<file path="config.mk">
export PLATFORM = sky130hd
export DESIGN_NAME = pipe_mdu_ctrl
export DESIGN_NICKNAME = d
export VERILOG_FILES = /design/src/rtl/pipe_mdu_ctrl.sv
export SDC_FILE = /design/constraint.sdc
export NUM_CORES = 1
export LEC_CHECK = 0
export BUFFER_PORTS_ARGS = -buffer_cell sky130_fd_sc_hd__buf_2
export CORE_MARGIN = 4
export CORE_UTILIZATION = 38
export CTS_BUF_LIST = sky130_fd_sc_hd__clkbuf_4 sky130_fd_sc_hd__clkbuf_8
export CTS_CLUSTER_DIAMETER = 40
export CTS_CLUSTER_SIZE = 20
export DETAILED_ROUTE_END_ITERATION = 12
export PLACE_DENSITY = 0.55
export RECOVER_POWER = 100
export REMOVE_ABC_BUFFERS = 1
export SYNTH_ARGS = -nofsm -noshare
export SYNTH_HDL_FRONTEND = slang
export SYNTH_SLANG_ARGS = --single-unit
</file>
<file path="constraint.sdc">
create_clock -name clock -period 4.2 [get_ports clock]
set_input_delay 0.63 -clock clock [delete_from_list [all_inputs] [get_ports clock]]
set_output_delay 0.63 -clock clock [all_outputs]
set_load 0.01 [all_outputs]
</file>
<file path="src/rtl/pipe_mdu_ctrl.sv">
// Iterative multiply/divide sequencer next to the EXE-stage ALU.
// It owns HI/LO, serves MFHI/MFLO/MTHI/MTLO and stalls the pipeline while busy.
module pipe_mdu_ctrl #(
    parameter int WIDTH = 32,
    parameter int CNT_W = 6
) (
    input  logic             clock,
    input  logic             reset,
    input  logic             evalid,
    input  logic [3:0]       emdop,
    input  logic [WIDTH-1:0] ea,
    input  logic [WIDTH-1:0] eb,
    output logic             mdu_stall,
    output logic             mdu_busy,
    output logic [WIDTH-1:0] mdu_out,
    output logic [WIDTH-1:0] hi,
    output logic [WIDTH-1:0] lo,
    output logic             div_zero
);

    typedef enum logic [1:0] {IDLE, CALC, SIGNFIX} state_t;

    localparam logic [3:0] OP_MULT  = 4'd1;
    localparam logic [3:0] OP_MULTU = 4'd2;
    localparam logic [3:0] OP_DIV   = 4'd3;
    localparam logic [3:0] OP_DIVU  = 4'd4;
    localparam logic [3:0] OP_MFHI  = 4'd5;
    localparam logic [3:0] OP_MFLO  = 4'd6;
    localparam logic [3:0] OP_MTHI  = 4'd7;
    localparam logic [3:0] OP_MTLO  = 4'd8;

    state_t                 state_reg, state_next;
    logic [CNT_W-1:0]       cnt_reg, cnt_next;
    logic [2*WIDTH-1:0]     p_reg, p_next;
    logic [WIDTH-1:0]       b_reg, b_next;
    logic [WIDTH-1:0]       ea_reg, ea_next;
    logic                   is_div_reg, is_div_next;
    logic                   neg_q_reg, neg_q_next;
    logic                   neg_r_reg, neg_r_next;
    logic [WIDTH-1:0]       hi_reg, hi_next;
    logic [WIDTH-1:0]       lo_reg, lo_next;

    logic                   op_signed;
    logic [WIDTH-1:0]       ea_abs, eb_abs;
    logic [WIDTH:0]         mul_sum;
    logic [WIDTH:0]         div_shift;
    logic                   div_ge;
    logic [WIDTH-1:0]       div_diff;
    logic [2*WIDTH-1:0]     prod_fix;
    logic [WIDTH-1:0]       q_fix, r_fix;

    assign op_signed = (emdop == OP_MULT) || (emdop == OP_DIV);
    assign ea_abs    = (op_signed && ea[WIDTH-1]) ? -ea : ea;
    assign eb_abs    = (op_signed && eb[WIDTH-1]) ? -eb : eb;

    // Multiply: p = {partial, multiplier}; add b into the top half when the
    // multiplier LSB is set, then shift the whole thing right by one.
    assign mul_sum   = {1'b0, p_reg[2*WIDTH-1:WIDTH]} + (p_reg[0] ? {1'b0, b_reg} : '0);

    // Restoring divide: p = {remainder, dividend/quotient}.
    assign div_shift = {p_reg[2*WIDTH-1:WIDTH], p_reg[WIDTH-1]};
    assign div_ge    = div_shift >= {1'b0, b_reg};
    assign div_diff  = div_shift[WIDTH-1:0] - b_reg;

    assign prod_fix  = neg_q_reg ? -p_reg : p_reg;
    assign q_fix     = neg_q_reg ? -p_reg[WIDTH-1:0] : p_reg[WIDTH-1:0];
    assign r_fix     = neg_r_reg ? -p_reg[2*WIDTH-1:WIDTH] : p_reg[2*WIDTH-1:WIDTH];

    always_comb begin
        state_next  = state_reg;
        cnt_next    = cnt_reg;
        p_next      = p_reg;
        b_next      = b_reg;
        ea_next     = ea_reg;
        is_div_next = is_div_reg;
        neg_q_next  = neg_q_reg;
        neg_r_next  = neg_r_reg;
        hi_next     = hi_reg;
        lo_next     = lo_reg;
        case (state_reg)
            IDLE: begin
                if (evalid && (emdop == OP_MULT || emdop == OP_MULTU)) begin
                    state_next  = CALC;
                    cnt_next    = '0;
                    p_next      = {{WIDTH{1'b0}}, eb_abs};
                    b_next      = ea_abs;
                    ea_next     = ea;
                    is_div_next = 1'b0;
                    neg_q_next  = op_signed && (ea[WIDTH-1] ^ eb[WIDTH-1]);
                    neg_r_next  = 1'b0;
                end else if (evalid && (emdop == OP_DIV || emdop == OP_DIVU)) begin
                    state_next  = CALC;
                    cnt_next    = '0;
                    p_next      = {{WIDTH{1'b0}}, ea_abs};
                    b_next      = eb_abs;
                    ea_next     = ea;
                    is_div_next = 1'b1;
                    neg_q_next  = op_signed && (ea[WIDTH-1] ^ eb[WIDTH-1]);
                    neg_r_next  = op_signed && ea[WIDTH-1];
                end else if (evalid && emdop == OP_MTHI) begin
                    hi_next = ea;
                end else if (evalid && emdop == OP_MTLO) begin
                    lo_next = ea;
                end
            end
            CALC: begin
                if (is_div_reg)
                    p_next = div_ge ? {div_diff, p_reg[WIDTH-2:0], 1'b1}
                                    : {div_shift[WIDTH-1:0], p_reg[WIDTH-2:0], 1'b0};
                else
                    p_next = {mul_sum, p_reg[WIDTH-1:1]};
                cnt_next = cnt_reg + 1'b1;
                if (cnt_reg == CNT_W'(WIDTH-1))
                    state_next = SIGNFIX;
            end
            SIGNFIX: begin
                state_next = IDLE;
                if (is_div_reg && b_reg == '0) begin
                    lo_next = '1;
                    hi_next = ea_reg;
                end else if (is_div_reg) begin
                    lo_next = q_fix;
                    hi_next = r_fix;
                end else begin
                    {hi_next, lo_next} = prod_fix;
                end
            end
            default: state_next = IDLE;
        endcase
    end

    always_ff @(posedge clock) begin
        if (reset) begin
            state_reg  <= IDLE;
            cnt_reg    <= '0;
            p_reg      <= '0;
            b_reg      <= '0;
            ea_reg     <= '0;
            is_div_reg <= 1'b0;
            neg_q_reg  <= 1'b0;
            neg_r_reg  <= 1'b0;
            hi_reg     <= '0;
            lo_reg     <= '0;
        end else begin
            state_reg  <= state_next;
            cnt_reg    <= cnt_next;
            p_reg      <= p_next;
            b_reg      <= b_next;
            ea_reg     <= ea_next;
            is_div_reg <= is_div_next;
            neg_q_reg  <= neg_q_next;
            neg_r_reg  <= neg_r_next;
            hi_reg     <= hi_next;
            lo_reg     <= lo_next;
        end
    end

    assign mdu_busy  = (state_reg != IDLE);
    assign mdu_stall = evalid && (emdop >= OP_MULT) && (emdop <= OP_MTLO) && mdu_busy;
    assign div_zero  = (state_reg == SIGNFIX) && is_div_reg && (b_reg == '0);
    assign hi        = hi_reg;
    assign lo        = lo_reg;

    always_comb begin
        mdu_out = '0;
        if (emdop == OP_MFHI)
            mdu_out = hi_reg;
        else if (emdop == OP_MFLO)
            mdu_out = lo_reg;
    end

endmodule

</file>
==> impl_metrics.py <==
metrics = {
    "floorplan": {
        "ioPinCount": 170,
        "fp.dieH_um": 215,
        "die_outline_area_um2": 46300,
        "core_area_um2": 42200,
        "placement_rows": 75,
        "initial_utilization_pct": 38.6,
        "fp.dieW_um": 215,
    },
    "timing": {
        "worst_slew_margin_rel_pct": -17.7,
        "min_period_ns": 3.99,
        "tightest_slew_ns": 1.76,
        "finalHoldViolCount": 0,
        "worst_setup_skew_after_layout_ns": 0.0432,
        "timing_max_transition_violations_final": 161,
        "worst_case_hold_slack_ns": 0.326,
        "finish_stage_setup_viols": 0,
        "finalCritPeriodShare_pct": 95.1,
        "max_freq_ghz": 0.250,
        "rsz_0062_raised_after_global_routing": "false",
        "setup_total_negative_slack_ns": 0,
    },
    "finish": {
        "multi_input_area_um2": 11300,
        "final.fill_count": 4456,
        "final_nets": 2470,
        "largest_register_ffs": 64,
        "ff_latch_area_um2": 4070,
        "area.growth.synth_to_final_pct": 12.5,
        "post_route_cells_drive_above_1_share_pct": 9.47,
        "final_cell_count_no_fill": 2897,
        "final_core_util_pct": 43.4,
    },
    "power": {
        "fin_total_pwr_w": 0.00592,
        "p_leak_nw": 7.18,
        "worst_ir_drop_vdd_mv": 0.184,
        "powerDensity_nw_per_um2": 323,
    },
    "min_path": {
        "hp-start": "ea[6]",
        "min_to": "ea_reg[6]",
        "timing.hold.worst.class": "in -> reg",
        "min_path_cells": 3,
    },
    "yosys": {
        "post_synth.cell_area_avg_um2": 7.31,
        "synth-simple-area-share_pct": 21.2,
        "synth_compound_gate_area_share_pct": 28.4,
        "yosys.area_share.adder_pct": 5.54,
        "synthesis.yosys.warnings": 0,
        "synth.ff_latch_count": 203,
        "synthXorXnorAreaFrac_pct": 9.24,
        "synth_top_family_by_area": "compound AO/OA/AOI/OAI gates",
        "synth.cell_area_um2": 16300,
        "top_cells_by_area_in_the_synthesized_netlist": "sky130_fd_sc_hd__dfxtp_1 (25%), sky130_fd_sc_hd__a21oi_1 (7.7%), sky130_fd_sc_hd__nand2_1 (6.0%)",
        "synth_cells": 2230,
        "synth_enable_flop_cells": 0,
        "synth.yosys.seq_area_share_pct": 24.9,
        "synth.area.mux_share_pct": 5.09,
        "yosysUniqueCellTypes": 73,
        "ys_dominant_reg_cell": "sky130_fd_sc_hd__dfxtp_1",
        "ys_top_cells_by_count": "sky130_fd_sc_hd__nand2_1 (260), sky130_fd_sc_hd__a21oi_1 (250), sky130_fd_sc_hd__nor2_1 (228), sky130_fd_sc_hd__dfxtp_1 (203), sky130_fd_sc_hd__clkbuf_1 (145)",
        "synth_top_area_share_pct": 24.9,
        "async_flop_share_pct": 0,
        "synth_largest_area_cell": "sky130_fd_sc_hd__dfxtp_1",
        "synth_most_common_cell": "sky130_fd_sc_hd__nand2_1",
    },
    "setup_path": {
        "crit_top_cell": "sky130_fd_sc_hd__a211oi_1",
        "critical_path_arrival_ns": 4.40,
        "crit_path_start_kind": "flip-flop",
        "timing.rr.end": "hi[1]",
        "kind_of_capture_point_of_the_worst_setup_path": "flip-flop",
        "criticalPathCategory": "reg -> reg",
        "crit_chain": "nor4_1 > nand4_1 > nor4_1 > clkbuf_1 > clkbuf_2 > a211oi_1 > a211oi_1 > a211oi_1",
        "cp.required_ns": 4.61,
        "worst_path_largest_cell_delay_ns": 0.93,
        "critical_path.max_fanout": 16,
        "r2r-start": "b_reg[6]",
        "r2r_setup_slack_ns": 0.21,
        "worst_path_dominant_cell_family": "simple AND/OR/NAND/NOR gates",
        "r2r.worst_path.cells": 8,
        "worst-path-buf-inv": 2,
        "cpMaxStageDelayCell": "sky130_fd_sc_hd__clkbuf_1",
    },
    "drt": {
        "final_antenna_net_count": 0,
        "drt_first_iter_violations": 1688,
        "route.vias.total": 17600,
        "detail_route.drc_violations": 0,
        "route.detailed.vias_per_inst": 6.07,
        "dr.pass1.iters": 6,
        "avgRoutedWirePerCell_um": 22.9,
        "drt-total-wl_mm": 66.2,
    },
    "clocking": {
        "cts_inserted_buffers": 38,
        "postCtsSetupRepairBufs": 0,
        "clock_tree.htree_level_count": 2,
        "cts_repair_resize_count": 0,
        "worstSkewPairLatency_ns": 0.59,
        "cts_tree": "yes",
        "path_clk_slew_ns": 0.07,
        "cts.sinks": 203,
        "cts-hold-fix-buffers": 0,
        "ctsLongestPathBuffers": 3,
        "cts_root_buf": "sky130_fd_sc_hd__clkbuf_8",
    },
    "placed_design": {
        "place_hpwl_mm": 49.1,
        "globalplace.congestion": 0.946,
        "place.detailed.instances": 2827,
        "total_of_buffers_placed_on_input_and_output_ports": 169,
    },
    "run": {
        "drv_cap": 3,
    },
    "global_route": {
        "grt_first_pass_wirelength_mm": 99.4,
        "grtUsageTotal_pct": 27.0,
        "grt_start_max_net_pins": 81,
        "grt_antenna_before_repair": 1,
        "grt_pass1_vias": 16400,
        "overflow": 0,
    },
    "outcome": {
        "outcome": "finished with violations",
        "violations": "max-capacitance violations, max-slew violations",
    },
}
per-stage QoR:
step	setup slack (ns)	instance area, um2
after global placement	0.261	17700
final	0.207	18300
after global routing	0.0816	18300
after detailed placement	0.224	17700
after floorplan	-5.35	15600
after CTS	0.433	18600
worst register-to-register path, delay by kind of cell, from the launching register on:
kind	cells	cell delay [ns]
AOI/OAI and AO/OA	3	0.52
buffers and inverters	2	1.49
DFF	1	0.34
and+or+nand+nor	3	1.50
power by group:
part           switching (W)  leakage, nW  internal (W)
clock network        0.00103        0.410       0.00122
logic               0.000989         5.12      0.000581
registers           0.000106         1.65       0.00199
cells in the final DEF (no fill, tap or decap), drive strengths merged, types with 10 or more instances in the layout:
cell type / n
nand2: 260
buf: 115
o21ai: 110
or4: 16
ha: 69
nor3: 54
o211ai: 33
xnor2: 94
nor4: 33
and3: 10
clkinvlp: 10
nand4: 15
dfxtp: 203
nand2b: 21
xor2: 78
nor2b: 16
a22o: 37
a21o: 28
o31ai: 23
a31oi: 19
or3: 22
o41ai: 11
mux2i: 74
o21a: 10
nand3: 35
clkbuf: 156
a21oi: 251
a211oi: 90
o221ai: 26
a221oi: 11
inv: 70
nor2: 229
o22ai: 18
worst max-delay path by stage:
stage,startpoint,endpoint,slack [ns],cells after the start
after CTS,p_reg[0],p_reg[63],0.43,14
final,b_reg[6],hi[1],0.21,8
after floorplan,emdop[0],p_reg[28],-5.35,4
after global routing,p_reg[0],p_reg[63],0.08,14
after detailed placement,ea[10],p_reg[31],0.22,11
after global placement,ea[10],p_reg[31],0.26,11
final cells by class:
| class | instances | area share [%] |
|---|---|---|
| clock inverters | 24 | 1.46 |
| inverters | 68 | 1.39 |
| diodes | 2 | 0.0273 |
| clock buffers | 44 | 3.23 |
| repair buffers | 227 | 6.19 |
| multi-input cells | 1790 | 61.8 |
| flip-flops and latches | 203 | 22.2 |
| well taps | 539 | 3.68 |
layer usage:
metal | up-vias | share of wire [%] | GRT usage [%]
met3 | 167 | 6.8 | 4.32
li1 | 8297 | - | -
met5 | - | 0 | 0
met2 | 741 | 45 | 43.0
met4 | 0 | 4.5 | 11.0
met1 | 8366 | 44 | 36.5
cell families after synthesis:
group                    after synthesis
adder cells (fa/ha/maj)               71
multiplexers                          82
AO/OA/AOI/OAI                        720
AND/OR/NAND/NOR                      745
buffers and inverters                237
XOR/XNOR                             172
flip-flops                           203
(Power assumes the default switching activity.)
